===== src/rtl/game_pkg.sv =====
// Shared board geometry, tile exponent codes and spawner state encoding.
package game_pkg;

  localparam int CELLS = 16;
  localparam int IDX_W = 4;
  localparam int VAL_W = 4;

  localparam logic [VAL_W-1:0] EXP_EMPTY = 4'd0;
  localparam logic [VAL_W-1:0] EXP_TWO   = 4'd1;
  localparam logic [VAL_W-1:0] EXP_FOUR  = 4'd2;

  typedef enum logic [2:0] {
    ST_IDLE      = 3'd0,
    ST_PROBE     = 3'd1,
    ST_SCAN      = 3'd2,
    ST_WRITE     = 3'd3,
    ST_DONE_FULL = 3'd4
  } spawn_state_t;

endpackage


===== src/rtl/tile_spawner_if.sv =====
// Request/board/random inputs and board-write/completion outputs of the spawner.
interface tile_spawner_if;
  import game_pkg::*;

  logic                   spawn_req;
  logic [CELLS*VAL_W-1:0] board_in;
  logic [IDX_W-1:0]       rand_idx;
  logic                   rand_two_or_four;
  logic                   busy;
  logic                   wr_en;
  logic [IDX_W-1:0]       wr_idx;
  logic [VAL_W-1:0]       wr_val;
  logic                   spawn_done;
  logic                   board_full;

  // Requester side (game FSM plus random unit)
  modport master (
    output spawn_req, board_in, rand_idx, rand_two_or_four,
    input  busy, wr_en, wr_idx, wr_val, spawn_done, board_full
  );

  // Spawner side
  modport slave (
    input  spawn_req, board_in, rand_idx, rand_two_or_four,
    output busy, wr_en, wr_idx, wr_val, spawn_done, board_full
  );

endinterface


===== src/rtl/cell_empty_mask.sv =====
// Flat board -> one bit per empty cell, plus a flag when no cell is empty.
module cell_empty_mask
  import game_pkg::*;
(
  input  logic [CELLS*VAL_W-1:0] board,
  output logic [CELLS-1:0]       empty_mask,
  output logic                   all_full
);

  // Per-cell zero detect
  always_comb begin
    empty_mask = '0;
    for (int i = 0; i < CELLS; i++) begin
      empty_mask[i] = (board[i*VAL_W +: VAL_W] == EXP_EMPTY);
    end
  end

  assign all_full = ~|empty_mask;

endmodule


===== src/rtl/tile_spawner.sv =====
// Places one new tile on an empty cell: random probes first, then a linear
// scan once MAX_TRIES probes have missed.
//
//   state     | meaning
//   ----------+-----------------------------------------------------------
//   IDLE      | waiting for spawn_req; snapshots board and value flag
//   PROBE     | tests the cell at rand_idx each cycle, counts misses
//   SCAN      | walks scan_ptr (wrapping) until an empty cell is found
//   WRITE     | wr_en + spawn_done asserted for this one cycle
//   DONE_FULL | spawn_done + board_full asserted, no write
module tile_spawner
  import game_pkg::*;
#(
  parameter int MAX_TRIES = 8
) (
  input logic           clk,
  input logic           rst,
  tile_spawner_if.slave bus
);

  localparam logic [3:0] TRY_LAST = 4'(MAX_TRIES - 1);

  spawn_state_t           state;
  logic [CELLS*VAL_W-1:0] snap_q;
  logic [3:0]             try_cnt;
  logic [IDX_W-1:0]       scan_ptr;
  logic                   flag_q;

  logic [CELLS*VAL_W-1:0] mask_src;
  logic [CELLS-1:0]       empty_mask;
  logic                   all_full;
  logic [IDX_W-1:0]       hit_idx;
  logic                   hit;

  // In IDLE the live board is the snapshot about to be taken, so the full
  // check at acceptance and the later probes share one mask instance.
  assign mask_src = (state == ST_IDLE) ? bus.board_in : snap_q;

  cell_empty_mask u_mask (
    .board      (mask_src),
    .empty_mask (empty_mask),
    .all_full   (all_full)
  );

  // Candidate cell for this cycle: random index while probing, pointer while scanning
  always_comb begin
    hit_idx = scan_ptr;
    if (state == ST_PROBE) begin
      hit_idx = bus.rand_idx;
    end
  end

  assign hit = empty_mask[hit_idx];

  // Spawner FSM with registered outputs; strobes default low each cycle
  always_ff @(posedge clk or negedge rst) begin
    if (!rst) begin
      state          <= ST_IDLE;
      snap_q         <= '0;
      try_cnt        <= '0;
      scan_ptr       <= '0;
      flag_q         <= 1'b0;
      bus.busy       <= 1'b0;
      bus.wr_en      <= 1'b0;
      bus.wr_idx     <= '0;
      bus.wr_val     <= '0;
      bus.spawn_done <= 1'b0;
      bus.board_full <= 1'b0;
    end else begin
      bus.wr_en      <= 1'b0;
      bus.spawn_done <= 1'b0;
      bus.board_full <= 1'b0;
      case (state)
        ST_IDLE: begin
          if (bus.spawn_req) begin
            snap_q   <= bus.board_in;
            try_cnt  <= '0;
            flag_q   <= bus.rand_two_or_four;
            bus.busy <= 1'b1;
            if (all_full) begin
              bus.spawn_done <= 1'b1;
              bus.board_full <= 1'b1;
              state          <= ST_DONE_FULL;
            end else begin
              state <= ST_PROBE;
            end
          end
        end
        ST_PROBE, ST_SCAN: begin
          if (hit) begin
            bus.wr_en      <= 1'b1;
            bus.spawn_done <= 1'b1;
            bus.wr_idx     <= hit_idx;
            bus.wr_val     <= flag_q ? EXP_TWO : EXP_FOUR;
            state          <= ST_WRITE;
          end else if (state == ST_PROBE) begin
            try_cnt <= try_cnt + 1'b1;
            if (try_cnt == TRY_LAST) begin
              scan_ptr <= bus.rand_idx + 1'b1;
              state    <= ST_SCAN;
            end
          end else begin
            scan_ptr <= scan_ptr + 1'b1;
          end
        end
        ST_WRITE, ST_DONE_FULL: begin
          bus.busy <= 1'b0;
          state    <= ST_IDLE;
        end
        default: begin
          bus.busy <= 1'b0;
          state    <= ST_IDLE;
        end
      endcase
    end
  end

endmodule


===== src/flat_wrapper.sv =====
// flat-port wrapper written by rule: the top's interface ports become plain ports
module tile_spawner_flat import game_pkg::*;
#(
  parameter int MAX_TRIES = 8
)
  (clk, rst, bus_spawn_req, bus_board_in, bus_rand_idx, bus_rand_two_or_four, bus_busy, bus_wr_en, bus_wr_idx, bus_wr_val, bus_spawn_done, bus_board_full);
  tile_spawner_if bus_i ();
  input logic clk;
  input logic rst;
  input wire logic [$bits(bus_i.spawn_req)-1:0] bus_spawn_req;
  input wire logic [$bits(bus_i.board_in)-1:0] bus_board_in;
  input wire logic [$bits(bus_i.rand_idx)-1:0] bus_rand_idx;
  input wire logic [$bits(bus_i.rand_two_or_four)-1:0] bus_rand_two_or_four;
  output wire logic [$bits(bus_i.busy)-1:0] bus_busy;
  output wire logic [$bits(bus_i.wr_en)-1:0] bus_wr_en;
  output wire logic [$bits(bus_i.wr_idx)-1:0] bus_wr_idx;
  output wire logic [$bits(bus_i.wr_val)-1:0] bus_wr_val;
  output wire logic [$bits(bus_i.spawn_done)-1:0] bus_spawn_done;
  output wire logic [$bits(bus_i.board_full)-1:0] bus_board_full;
  assign bus_i.spawn_req = bus_spawn_req;
  assign bus_i.board_in = bus_board_in;
  assign bus_i.rand_idx = bus_rand_idx;
  assign bus_i.rand_two_or_four = bus_rand_two_or_four;
  assign bus_busy = bus_i.busy;
  assign bus_wr_en = bus_i.wr_en;
  assign bus_wr_idx = bus_i.wr_idx;
  assign bus_wr_val = bus_i.wr_val;
  assign bus_spawn_done = bus_i.spawn_done;
  assign bus_board_full = bus_i.board_full;
  tile_spawner #(.MAX_TRIES(MAX_TRIES)) u_core (.clk(clk), .rst(rst), .bus(bus_i));
endmodule

===== config.mk =====
export PLATFORM = sky130hd
export DESIGN_NAME = tile_spawner_flat
export DESIGN_NICKNAME = d
export VERILOG_FILES = /design/src/rtl/game_pkg.sv /design/src/rtl/tile_spawner_if.sv /design/src/rtl/cell_empty_mask.sv /design/src/rtl/tile_spawner.sv /design/src/flat_wrapper.sv
export SDC_FILE = /design/constraint.sdc
export NUM_CORES = 1
export LEC_CHECK = 0
export ABC_AREA = 1
export CAP_MARGIN = 10
export CELL_PAD_IN_SITES_DETAIL_PLACEMENT = 0
export CELL_PAD_IN_SITES_GLOBAL_PLACEMENT = 2
export CORE_ASPECT_RATIO = 0.6
export CORE_MARGIN = 4
export CORE_UTILIZATION = 27
export DETAILED_ROUTE_END_ITERATION = 16
export GPL_TIMING_DRIVEN = 0
export PLACE_DENSITY_LB_ADDON = 0.05
export SYNTH_ARGS = -nofsm -noshare
export SYNTH_HDL_FRONTEND = slang
export SYNTH_HIERARCHICAL = 1
export SYNTH_SLANG_ARGS = --single-unit

===== constraint.sdc =====
create_clock -name clk -period 2.28 [get_ports clk]
set_input_delay 0.456 -clock clk [delete_from_list [all_inputs] [get_ports clk]]
set_output_delay 0.456 -clock clk [all_outputs]
set_load 0.01 [all_outputs]

==> results.toml, run 1 <==
[run_status]
status = "complete, but fails checks"
violations = "setup timing"

[worst_setup_path]
crit_chain = "nor2_4 > nand2_4 > clkbuf_16 > clkbuf_16 > nand2_2 > o21ai_1 > nor2_1 > nand2_2 > inv_2 > inv_2 > nand3_2 > nand3_2 > nand3_2 > nand3_4 > nand2_4 > nand2_8 > buf_6 > nand2_1 > o21ai_2"
crit_type = "register to register"
cp_num_cells = 19
path_delay_family = "simple AND/OR/NAND/NOR gates"
cpPeakStageDelay_ns = 0.41
cp_common_cell = "nand3_2"
cp_slowest_cell = "dfrtp_1"
crit_arrival_ns = 2.66
worstPathMaxFanout = 7
cp-end-kind = "register"
critical_path_buf_inv_count = 5
cp.required_ns = 2.51
cp-start-kind = "register"
ff2ff_path_depth = 19

[global_routing]
grt_max_degree = 54
grt_pass1_vias = 4497
grt_usage_pct = 15.01
antenna_found_initial = 0
grt_util_met3_pct = 3.182
met2_usage_pct = 21.14
met1_usage_pct = 23.29
grt_pass1_wl_um = 23740
busiest_layer = "met1"
overflow = 0

[synth]
synthArstFlopShare_pct = 100.0
yosysTopAreaCell = "dfrtp_1"
yosys-top-cells-count = "197 x nand2_1, 134 x o21ai_0, 110 x inv_1"
yosysMostFrequentCell = "nand2_1"
synth-seq-area-share_pct = 45.45
synth_top_area_share_pct = 45.45
synth_edf_count = 0
synthDistinctLibCells = 29
synth_area_leaders = "dfrtp_1 45%, nand2_1 16%, o21ai_0 14%"
postSynthCellCount = 666
synth-seq-cells = 86
synth_ff_type = "dfrtp_1"
ys_warn_count = 6
synth.avg_cell_area_um2 = 7.109
synth_area_um2 = 4735

[clocking]
h-tree-depth = 3
hold_buffers = 0
clk_latency_ns = 0.34
clock_sinks = 86
clock-root-buffer = "clkbuf_16"
cts_tree = "built"
numCtsBuffers = 9
clk_pin_slew_ns = 0.06
max-clock-path-buffers = 2

[power]
power.leakage_nw = 3.458
power_density_nw_per_um2 = 1551
power_w = 0.01075
peakVddDrop_mv = 0.5064

[timing]
rsz0062_at_grt = "true"
setup_viol = 17
worst_pin_slew_ns = 0.5668
slew_violations = 0
fin_crit_ns = 2.435
skew_ns = 0.008047
fin_ws_ns = -0.1551
hold_viol = 0
fin_crit_sh_pct = 106.8
relSlewSlack_pct = 62.22
holdWs_ns = 0.08338
max_freq_ghz = 0.4107

[min_path]
hp-class = "input port to async pin"

[finish]
antenna_cells = 0
syn2layout_area_growth_pct = 46.41
instances_no_fill = 1016
final_nets = 851
nFillCells = 1772
final_layout_size_suffix_gt1_share_pct = 20.72

[placement]
dpl.hpwl_um = 10130
port_buffers = 81
gp_congestion = 0.7359
pre_cts_ws_ns = -0.7401
dp.cells = 983

[drt]
vias = 4469
first_pass_iters = 5
totalWireLength_um = 14420
wl_per_cell_um = 14.19
ant_nets = 0
via_per_inst = 4.399
drc = 0
drt_iter0_drc = 238

[run]
cap_violations = 0

[die]
rows = 37
fp.dieW_um = 179.0
fp.coreArea_um2 = 17180
ios = 84
die-area_um2 = 19790
start_util_pct = 27.57
die_h_um = 110.6
==> flip-flops by register name (all words and copies together), names as in the netlist <==
name	cells
u_core/bus.board_full	1
u_core/flag_q	1
u_core/bus.spawn_done	1
u_core/bus.busy	1
u_core/try_cnt	4
u_core/state	3
u_core/bus.wr_idx	4
u_core/bus.wr_val	2
u_core/snap_q	64
u_core/bus.wr_en	1
u_core/scan_ptr	4
==> cell usage in the layout (no fill, tap or decap), drive strengths merged <==
cell type        n
ha               2
nor2            45
nand3           27
nand4            3
xor2             2
nand3b           6
a21oi            2
inv            112
o21ai          141
xnor2            1
clkinv           1
buf             33
nand2          204
clkdlybuf4s50   80
clkbuf          31
dfrtp           86
mux2             1
conb             2
clkinvlp         2
nor3             1
==> logic make-up after synthesis <==
logic type / synth area share, %
DFF: 45.45
muxes: 0.2378
other: 0.07921
and+or+nand+nor: 25.55
buffers and inverters: 12.08
AOI/OAI and AO/OA: 15.51
xor gates and xnor gates: 0.5551
adders and majority gates: 0.5285
==> where the power goes <==
| group | switching (W) | total, W | leakage, nW | internal, W |
|---|---|---|---|---|
| clock | 0.000610 | 0.00138 | 0.126 | 0.000769 |
| combinational | 0.00380 | 0.00676 | 2.25 | 0.00295 |
| sequential | 0.000391 | 0.00262 | 1.08 | 0.00222 |
==> routing by layer <==
layer  part of all wire [%]  vias up
li1                       -     2282
met1                     53     2081
met2                     40       93
met3                    4.9       13
met4                    1.2        0
met5                      0        -
==> worst register-to-register path: cells and delay by family (launching register included) <==
kind	cells	cell delay, ns
simple gates	12	1.19
buf+inv	5	0.63
flops	1	0.41
compound gates	2	0.10
==> repair_timing <==
| action | CTS | global route |
|---|---|---|
| buffers inserted | 8 | 4 |
| endpoints found under the setup margin | 20 | 20 |
| pin swaps | 23 | 36 |
| gates cloned | 4 | 2 |
| gates resized for setup | 100 | 104 |
==> final cells by class <==
type	count	area (um^2)	area share, %
multi-input cells	437	2374	34.24
repair buffers	100	1046	15.09
flip-flops and latches	86	2153	31.07
well taps	234	292.8	4.224
plain buffers	31	372.9	5.379
clock buffers	13	250.2	3.610
clock inverters	3	20.02	0.2888
inverters	112	422.9	6.101
==> through the flow <==
step                setup TNS, ns  util [%]  instance area, um^2
finish                     -1.851     40.36                 6932
global route               -3.703     40.36                 6932
CTS                        -1.754     38.38                 6593
detailed placement         -11.62     34.22                 5877
global placement          -259.64     34.07                 5852
floorplan                       0         -                 4748
==> final timing paths <==
kind | start | endpoint | slack [ns]
max in group asynchronous | rst | u_core/snap_q[49] | 1.54
hold reg to reg | u_core/bus.wr_idx[2] | u_core/bus.wr_idx[2] | 0.48
min in group clk | u_core/bus.wr_idx[2] | u_core/bus.wr_idx[2] | 0.48
hold / removal | rst | u_core/try_cnt[2] | 0.08
setup / recovery | u_core/state[1] | u_core/bus.wr_idx[3] | -0.16
setup reg to reg | u_core/state[1] | u_core/bus.wr_idx[3] | -0.16
Note: power is estimated with default switching activity, not from simulation.
==> inputs of run 2 (changes only) <==
Settings changed: GPL_ROUTABILITY_DRIVEN set to 0.
==> results of run 2 <==
The final DEF is identical to that of run 1; final timing and power are the same.
==> inputs of run 3 (changes only) <==
Settings changed: SETUP_SLACK_MARGIN set to 0.05.
==> run 3 against run 2 <==
  * The flow still finishes with violations (setup timing)
  * Final cell count about the same
  * Flip-flop and latch count unchanged
  * Critical endpoint is now u_core/bus.wr_idx[2]
  * First-iteration DRC count increased by 8.4%
  * Power decreased by 1.1%
  * Maximum frequency grew 2.3%
  * Utilization shrank 0.50 points
  * Cell area decreased by 1.2%
  * Sequential power is essentially flat
  * Via count hardly changed
  * Critical path depth stayed put
  * Worst hold slack gained 0.0057 ns
==> results.toml, run 3 (same netlist as run 1, synthesis figures left out) <==
[run_status]
status = "complete, but fails checks"
violations = "setup timing"

[timing]
slew_violations = 0
holdWs_ns = 0.08904
fin_crit_ns = 2.380
relSlewSlack_pct = 64.62
rsz0062_at_grt = "true"
fin_crit_sh_pct = 104.4
setup-tns-final_ns = -1.049
setup_viol = 16
max_freq_ghz = 0.4203
skew_ns = 0.01137
worst_pin_slew_ns = 0.5308
hold_viol = 0
fin_ws_ns = -0.09951

[finish]
final_nets = 850
top_register = "u_core/snap_q"
antenna_cells = 0
multiInputGateArea_um2 = 2322
syn2layout_area_growth_pct = 44.58
layout_commonest_cell = "nand2_1"
final_cell_mix = "168 x nand2_1, 104 x inv_1, 85 x dfrtp_1"
final_layout_size_suffix_gt1_share_pct = 19.21
fin_util_pct = 39.86
regArea_um2 = 2153
largest_reg_flops = 64
nFillCells = 1800

[global_routing]
grt_max_degree = 51
antenna_found_initial = 0
grt_usage_pct = 14.88
overflow = 0
grt_pass1_wl_um = 23690
grt_pass1_vias = 4603

[worst_setup_path]
crit_type = "register to register"
cp_slowest_cell = "dfrtp_1"
cpPeakStageDelay_ns = 0.41
cp.required_ns = 2.50
worstPathMaxFanout = 7
crit_arrival_ns = 2.60
cp-end-kind = "register"
cp-start-kind = "register"
crit_chain = "nor2_4 > nand2_4 > clkbuf_16 > clkbuf_16 > nand2_2 > o21ai_2 > nor2_2 > nand2_2 > inv_2 > inv_2 > nand3_2 > nand3_2 > nand3_2 > nand3_4 > nand2_4 > nand2_8 > buf_6 > nand2_2 > o21ai_1"
ff2ff_path_depth = 19

[clocking]
max-clock-path-buffers = 2
numCtsBuffers = 9
hold_buffers = 0
clk_latency_ns = 0.34
cts_tree = "built"
clk_pin_slew_ns = 0.06
h-tree-depth = 3
clock_sinks = 86
clock-root-buffer = "clkbuf_16"

[drt]
vias = 4471
ant_nets = 0
drc = 0
via_per_inst = 4.405
drt_iter0_drc = 258
first_pass_iters = 5
totalWireLength_um = 14420
wl_per_cell_um = 14.20

[placement]
pre_cts_ws_ns = -0.6233
dpl.hpwl_um = 10190
port_buffers = 81

[power]
clkPwrFrac_pct = 13.0
peakVddDrop_mv = 0.4654
power_w = 0.01063
p_seq_share_pct = 24.5
power.leakage_nw = 3.411
sw_frac_of_total_pct = 45.07
power_density_nw_per_um2 = 1553
power.switching_w = 0.004791
pwr-share-comb_pct = 62.5
p_int_w = 0.005839

[die]
ios = 84
rows = 37
die_h_um = 110.6
fp.dieW_um = 179.0
die-area_um2 = 19790
fp.coreArea_um2 = 17180
start_util_pct = 27.57

[run]
cap_violations = 0

[min_path]
hp-class = "input port to async pin"
## run 3: cell types whose count changed in the layout (fill, tap and decap cells not counted), moves of 2 or more
cell / delta
o21ai_1: +12
o21ai_0: -3
o21ai_2: -9
buf_8: +4
nand3_2: -5
nand2_2: +3
inv_2: -2
buf_4: -2
clkbuf_16: -3
nand2_4: -3
nand3_1: +5
## run 3: cell type report
cell class,instances,area share (%)
Inverter,112,6.215
Timing Repair Buffer,99,15.41
Tap cell,234,4.277
Multi-Input combinational cell,437,33.92
Clock buffer,11,3.400
Clock inverter,5,0.5301
Sequential cell,86,31.46
Buffer,31,4.789
## run 3: final timing paths
check / start / end / slack, ns
worst max register to register: u_core/state[2] / u_core/bus.wr_idx[2] / -0.1
max in group asynchronous: rst / u_core/state[0] / 1.54
worst min-delay path: rst / u_core/try_cnt[3] / 0.09
worst max-delay path: u_core/state[2] / u_core/bus.wr_idx[2] / -0.1
worst min register to register: u_core/scan_ptr[3] / u_core/scan_ptr[3] / 0.48
min in group clk: u_core/scan_ptr[3] / u_core/scan_ptr[3] / 0.48
## run 3: power by group through the flow
stage / clock, W / sequential [W] / combinational, W
6_report: 0.00138 / 0.00260 / 0.00665
5_1_grt: 0.00150 / 0.00269 / 0.00743
4_1_cts: 0.00145 / 0.00258 / 0.00579
3_5_place_dp: 0 / 0.00260 / 0.00473
3_3_place_gp: 0 / 0.00258 / 0.00469
2_1_floorplan: 0 / 0.00255 / 0.00330
## run 3: routing by layer
metal	global-route usage, %	routed length (um)	vias up
met5	0	0	-
met2	20.19	5732	89
met3	3.182	660	11
li1	-	-	2281
met4	3.219	146	0
met1	23.73	7877	2090
## run 3: worst max-delay path: cells and delay by family, from the launching register on
| kind | cells | cell delay [ns] |
|---|---|---|
| buffers and inverters | 5 | 0.63 |
| AOI/OAI and AO/OA | 2 | 0.10 |
| and+or+nand+nor | 12 | 1.13 |
| DFF | 1 | 0.41 |
## run 3: through the flow
stage / area [um^2] / cells
2_1_floorplan: 4758 / 667
3_3_place_gp: 5862 / 982
3_5_place_dp: 5887 / 983
4_1_cts: 6533 / 1011
5_1_grt: 6845 / 1015
6_report: 6845 / 1015
## run 3: repair_timing
| action | 4_1_cts | 5_1_grt |
|---|---|---|
| setup endpoints to repair | 20 | 20 |
| pin swaps | 23 | 45 |
| hold endpoints to repair | 0 | 0 |
| gates resized for setup | 90 | 99 |
| buffers inserted | 9 | 2 |
| cloned | 4 | 2 |
